File: config.mk
export PLATFORM = sky130hd
export DESIGN_NAME = clock_divider_multi
export DESIGN_NICKNAME = d
export VERILOG_FILES = /design/src/rtl/clkdiv_pkg.sv /design/src/rtl/clkdiv_channel.sv /design/src/rtl/clock_divider_multi.sv
export SDC_FILE = /design/constraint.sdc
export NUM_CORES = 1
export LEC_CHECK = 0
export ABC_AREA = 1
export BUFFER_PORTS_ARGS = -buffer_cell sky130_fd_sc_hd__buf_4
export CORE_ASPECT_RATIO = 0.8
export CORE_MARGIN = 1
export CORE_UTILIZATION = 60
export DETAILED_ROUTE_END_ITERATION = 7
export GPL_ROUTABILITY_DRIVEN = 0
export PLACE_DENSITY_LB_ADDON = 0.3
export SLEW_MARGIN = 20
export SYNTH_ARGS = -nofsm -noshare
export SYNTH_HDL_FRONTEND = slang
export SYNTH_SLANG_ARGS = --single-unit
File: constraint.sdc
create_clock -name clk_in -period 5.25 [get_ports clk_in]
set_input_delay 0.7875 -clock clk_in [delete_from_list [all_inputs] [get_ports clk_in]]
set_output_delay 0.7875 -clock clk_in [all_outputs]
set_load 0.02 [all_outputs]
File: src/rtl/clkdiv_pkg.sv
`default_nettype none
// ============================================================================
// Module   : clkdiv_pkg
// Purpose  : Shared constants, divisor word type and half-period helper for
//            the multi-channel clock divider.
// Revision : 1.0 - initial release
// ============================================================================
package clkdiv_pkg;

    localparam int DIV_MIN          = 2;
    localparam int CNT_W_DEFAULT    = 16;
    localparam int DIV_DEFAULT_1MHZ = 100;

    typedef logic [CNT_W_DEFAULT-1:0] div_word_t;

    // Number of low cycles in a period of n; odd n puts the extra cycle high.
    function automatic div_word_t half_period(input div_word_t n);
        return n >> 1;
    endfunction

endpackage
`default_nettype wire

File: src/rtl/clkdiv_channel.sv
`default_nettype none
// ============================================================================
// Module   : clkdiv_channel
// Purpose  : One divider channel: counter, active/pending divisor, registered
//            clock level and rising-edge tick.
// Revision : 1.0 - initial release
// ============================================================================
module clkdiv_channel
    import clkdiv_pkg::*;
#(
    parameter int               CNT_W       = CNT_W_DEFAULT,
    parameter logic [CNT_W-1:0] DIV_DEFAULT = CNT_W'(DIV_DEFAULT_1MHZ)
) (
    input  logic             clk_in,
    input  logic             reset_n,
    input  logic             i_enable,
    input  logic             i_sync,
    input  logic             i_load,
    input  logic [CNT_W-1:0] i_load_value,
    output logic             o_pending,
    output logic             o_clk,
    output logic             o_tick
);

    localparam logic [CNT_W-1:0] c_DIV_MIN = CNT_W'(DIV_MIN);
    localparam logic [CNT_W-1:0] c_ONE     = CNT_W'(1);

    logic [CNT_W-1:0] r_cnt;
    logic [CNT_W-1:0] r_div;
    logic [CNT_W-1:0] r_pend_div;
    logic             r_pend;
    logic             r_clk;
    logic             r_tick;

    logic [CNT_W-1:0] w_load_div;
    logic [CNT_W-1:0] w_cnt_next;
    logic [CNT_W-1:0] w_div_next;
    logic [CNT_W-1:0] w_half_next;
    logic             w_wrap;
    logic             w_apply;

    always_comb begin
        w_load_div  = (i_load_value < c_DIV_MIN) ? c_DIV_MIN : i_load_value;
        w_wrap      = (r_cnt == (r_div - c_ONE));
        w_apply     = i_sync || (i_enable && w_wrap);
        w_cnt_next  = r_cnt;
        w_div_next  = r_div;
        if (w_apply) begin
            w_cnt_next = '0;
            if (r_pend) begin
                w_div_next = r_pend_div;
            end
        end else if (i_enable) begin
            w_cnt_next = r_cnt + c_ONE;
        end
        w_half_next = CNT_W'(half_period(div_word_t'(w_div_next)));
    end

    // Output level and tick are decoded from the next count so they line up
    // with the count they describe once registered.
    always_ff @(posedge clk_in) begin
        if (!reset_n) begin
            r_cnt      <= '0;
            r_div      <= DIV_DEFAULT;
            r_pend_div <= DIV_DEFAULT;
            r_pend     <= 1'b0;
            r_clk      <= 1'b0;
            r_tick     <= 1'b0;
        end else begin
            r_cnt <= w_cnt_next;
            r_div <= w_div_next;
            if (w_apply) begin
                r_pend <= 1'b0;
            end
            if (i_load) begin
                r_pend     <= 1'b1;
                r_pend_div <= w_load_div;
            end
            if (i_sync) begin
                r_clk  <= 1'b0;
                r_tick <= 1'b0;
            end else if (i_enable) begin
                r_clk  <= (w_cnt_next >= w_half_next);
                r_tick <= (w_cnt_next == w_half_next);
            end else begin
                r_tick <= 1'b0;
            end
        end
    end

    assign o_pending = r_pend;
    assign o_clk     = r_clk;
    assign o_tick    = r_tick;

endmodule
`default_nettype wire

File: src/rtl/clock_divider_multi.sv
`default_nettype none
// ============================================================================
// Module   : clock_divider_multi
// Purpose  : NUM_CH programmable clock dividers with glitch-free divisor
//            reload; define CLKDIV_PHASE_ALIGN_EN to add the phase_sync input.
// Revision : 1.0 - initial release
// ============================================================================
module clock_divider_multi
    import clkdiv_pkg::*;
#(
    parameter int CNT_W       = CNT_W_DEFAULT,
    parameter int NUM_CH      = 2,
    parameter int DIV_DEFAULT = DIV_DEFAULT_1MHZ
) (
    input  logic              clk_in,
    input  logic              reset_n,
`ifdef CLKDIV_PHASE_ALIGN_EN
    input  logic              phase_sync,
`endif
    input  logic              enable,
    input  logic              div_load,
    input  logic [2:0]        div_ch,
    input  logic [CNT_W-1:0]  div_value,
    output logic [NUM_CH-1:0] div_pending,
    output logic [NUM_CH-1:0] clk_out,
    output logic [NUM_CH-1:0] tick
);

    logic w_sync;

`ifdef CLKDIV_PHASE_ALIGN_EN
    assign w_sync = phase_sync;
`else
    assign w_sync = 1'b0;
`endif

    // Full 3-bit compare, so an out-of-range channel index matches nobody.
    for (genvar g = 0; g < NUM_CH; g++) begin : g_ch
        logic w_load;
        assign w_load = div_load && (div_ch == 3'(g));

        clkdiv_channel #(
            .CNT_W       (CNT_W),
            .DIV_DEFAULT (CNT_W'(DIV_DEFAULT))
        ) u_channel (
            .clk_in       (clk_in),
            .reset_n      (reset_n),
            .i_enable     (enable),
            .i_sync       (w_sync),
            .i_load       (w_load),
            .i_load_value (div_value),
            .o_pending    (div_pending[g]),
            .o_clk        (clk_out[g]),
            .o_tick       (tick[g])
        );
    end

endmodule
`default_nettype wire

==> metrics.csv <==
stage;metric;value;unit
grt;grt_max_degree;42;
finish;areaGrowthSynthToFinish;7.28;%
finish;num_antenna_cells;0;
synthesis;ys_seq_area_share;31.4;%
synthesis;synth_fp_nets;1026;
worst_setup_path;path_cells;inv_1 -> ha_1 -> nand2_2 -> nand2_1 -> nand3_1 -> nand2_1 -> nor2_1 -> nand3_1 -> nor2_1 -> nand3_4 -> inv_4 -> nand2_1 -> nand2_1 -> nand2_1 -> ha_1 -> nand2_1 -> nor3_1 -> nor2_1 -> o211ai_1 -> nand2_1 -> inv_1;
finish;fillers;942;
clock_tree;cts.root.buffer_cell;clkbuf_16;
clock_tree;htreeDepth;3;
finish;nets;1027;
place;portBuffers;28;
worst_setup_path;criticalPathCategory;flip-flop to flip-flop;
die;initial_core_util;62.6;%
grt;grt_pass1_vias;5223;
power;power_frac_comb;5.5;%
clock_tree;cts_tree;yes;
finish;utilization;67.1;%
clock_tree;worst_skew_pair.late_latency;0.36;ns
synthesis;synth_seq_cells;102;
worst_setup_path;critPathArrivalTime;4.18;ns
finish;layout-drive-gt1-share;9.33;%
run;cap_violations;0;
die;fp.dieH;95.2;um
power;pwr-share-seq;51.9;%
power;max-vdd-ir-drop;206;uV
worst_setup_path;slowest_stage;dfxtp_1;
worst_setup_path;reg2reg_depth;21;
clock_tree;clock_sinks;102;
drt;wire_per_inst;14.2;um
worst_setup_path;cp_max_fo;41;
drt;first_iter_violations;518;
grt;grt_pass1_wl;26100;um
grt;globalRoute.totalOverflow;0;
clock_tree;postCtsHoldBufs;0;
clock_tree;cts.path.max_buffers;2;
power;power_frac_clock;42.6;%
grt;grtUsageTotal;29.7;%
hold_path;holdPathEnd;g_ch[1].u_channel.r_pend_div[3]$_SDFFE_PN0P_;
timing;finalHoldViolCount;0;
power;p_per_area;221;nW/um^2
timing;max_freq;0.258;GHz
hold_path;hp-start;g_ch[1].u_channel.r_pend_div[3]$_SDFFE_PN0P_;
timing;post-route-period-util;73.8;%
worst_setup_path;critPathLaunchType;flip-flop;
power;power.leakage;3.28;nW
worst_setup_path;r2r_end;g_ch[1].u_channel.o_clk$_SDFFE_PN0P_;
run_status;run_status;complete, no violations;
power;internal_power;1.15;mW
timing;rsz0062_at_grt;false;
timing;setup_viol;0;
clock_tree;post_cts_buffers;0;
die;core_area;10400;um^2
clock_tree;post_cts_resize_count;0;
synthesis;yosys_warnings;0;
timing;min_period;3.87;ns
timing;relSlewSlack;46.0;%
synthesis;syn-cell-area;6510;um^2
hold_path;min_path_cells;2;
drt;wl;15900;um
die;io_pins;29;
worst_setup_path;reg2reg_setup_slack;1.38;ns
power;total_power;1.54;mW
finish;mostFrequentLayoutCells;nand2_1 (238), inv_1 (105), nor2_1 (102), dfxtp_1 (102), o21ai_0 (59);
drt;vias;5933;
clock_tree;clk_pin_slew;0.08;ns
drt;viasPerCell;5.32;
die;die_x;118;um
synthesis;yosysUniqueCellTypes;44;
worst_setup_path;required;5.55;ns
clock_tree;cts_buffers;9;
synthesis;netlist_instances;969;
drt;drc;0;
drt;dr.pass1.iters;5;
worst_setup_path;rr_startpoint;g_ch[1].u_channel.r_div[0]$_SDFFE_PN0P_;
die;core.rowCount;33;
timing;tightestPinTransition;0.809;ns
worst_setup_path;cpLargestDelayFamily;simple AND/OR/NAND/NOR gates;
power;p_switching;0.387;mW
worst_setup_path;critPathBufInv;3;
worst_setup_path;cpPeakStageDelay;0.43;ns
synthesis;syn-mean-instance-area;6.72;um^2
timing;skew;0.00910;ns
drt;antenna_left;0;
place;hpwl;12100;um
timing;slew_viol_final;0;
timing;fin_setup_tns;0;ns
hold_path;hold_class;flip-flop to flip-flop;
worst_setup_path;crit_path_end_kind;flip-flop;
die;die_area;11300;um^2
power;p_sw_share;25.1;%
worst_setup_path;crit_top_cell;nand2_1;
finish;final_common_cell;nand2_1;
grt;antenna_found_initial;0;
[flip-flops by register name (all words and copies together), names as in the netlist]
name                       cells
g_ch.u_channel.o_clk           2
g_ch.u_channel.r_pend_div     32
g_ch.u_channel.r_div          32
g_ch.u_channel.r_cnt          32
g_ch.u_channel.o_pending       2
g_ch.u_channel.o_tick          2
[per-stage QoR]
stage	instances	hold slack (ns)	instance area, um^2	worst slack (ns)
after global routing	1115	0.490	6980	0.959
after floorplan	969	0.429	6510	2.12
final	1115	0.466	6980	1.38
after CTS	1115	0.471	6980	1.45
after global placement	1099	0.454	6700	1.23
after detailed placement	1099	0.454	6700	1.19
[kinds of logic after synthesis]
family,share of synthesized area [%]
mux,0.308
flops,31.4
xor+xnor,8.82
fa+ha+maj,6.53
compound gates,10.7
simple gates,31.9
buf+inv,10.3
[power groups by stage]
stage	Sequential (mW)	Combinational, mW	Clock [mW]
5_1_grt	0.801	0.0946	0.692
3_3_place_gp	0.816	0.0829	0
4_1_cts	0.799	0.0844	0.666
3_5_place_dp	0.817	0.0842	0
2_1_floorplan	0.811	0.0581	0
6_report	0.799	0.0845	0.657
[how the worst max path moves through the flow]
| stage | startpoint | to | slack (ns) | cells after the start |
|---|---|---|---|---|
| floorplan | enable | g_ch[0].u_channel.o_clk$_SDFFE_PN0P_ | 2.12 | 18 |
| global placement | enable | g_ch[0].u_channel.o_clk$_SDFFE_PN0P_ | 1.23 | 19 |
| detailed placement | enable | g_ch[0].u_channel.o_clk$_SDFFE_PN0P_ | 1.19 | 19 |
| CTS | g_ch[0].u_channel.r_div[0]$_SDFFE_PN0P_ | g_ch[0].u_channel.o_clk$_SDFFE_PN0P_ | 1.45 | 21 |
| global route | g_ch[0].u_channel.r_div[0]$_SDFFE_PN0P_ | g_ch[0].u_channel.o_clk$_SDFFE_PN0P_ | 0.96 | 19 |
| finish | g_ch[1].u_channel.r_div[0]$_SDFFE_PN0P_ | g_ch[1].u_channel.o_clk$_SDFFE_PN0P_ | 1.38 | 21 |
[final cells by class]
cell class	count	area, um^2	share of cell area [%]
timing repair buffer	30	225	3.22
clock buffer	10	229	3.28
tap	140	175	2.51
multi-input combinational	707	3800	54.4
sequential	102	2040	29.2
clock inverter	6	57.6	0.824
inverter	120	453	6.49
[cell usage after synthesis, drive strengths merged]
| master | number | area, um^2 |
|---|---|---|
| xnor3 | 1 | 22.5 |
| nor3 | 38 | 195 |
| buf | 19 | 140 |
| mux2i | 2 | 20.0 |
| a21boi | 1 | 7.51 |
| a21oi | 58 | 290 |
| nand2 | 241 | 917 |
| nand4 | 10 | 62.6 |
| o211ai | 1 | 7.51 |
| and3 | 2 | 12.5 |
| dfxtp | 102 | 2040 |
| inv | 119 | 449 |
| nand3b | 4 | 30.0 |
| a211oi | 2 | 15.0 |
| and2 | 1 | 6.26 |
| clkinv | 1 | 3.75 |
| xnor2 | 13 | 114 |
| ha | 34 | 425 |
| o21ai | 64 | 324 |
| a21o | 3 | 22.5 |
| nor4 | 6 | 37.5 |
| or2 | 1 | 6.26 |
| nand3 | 46 | 253 |
| clkbuf | 21 | 78.8 |
| nor3b | 1 | 7.51 |
| o21a | 1 | 7.51 |
| o31ai | 1 | 7.51 |
| xor2 | 50 | 438 |
| nor2 | 124 | 551 |
| o21bai | 1 | 7.51 |
| o221ai | 1 | 8.76 |
[worst register-to-register path: cells and delay by family (launching register included)]
family                     cells  cell delay [ns]
buffers and inverters          3             0.57
adders and majority gates      2             0.54
and+or+nand+nor               15             2.07
AOI/OAI and AO/OA              1             0.20
DFF                            1             0.43
[layer usage]
| layer | share of wire, % | vias up | GRT usage, % |
|---|---|---|---|
| li1 | - | 3077 | - |
| met1 | 50 | 2625 | 44.8 |
| met2 | 39 | 215 | 41.7 |
| met3 | 9.5 | 16 | 7.24 |
| met4 | 1.3 | 0 | 7.38 |
| met5 | 0 | - | 0 |
(Power assumes the default switching activity.)
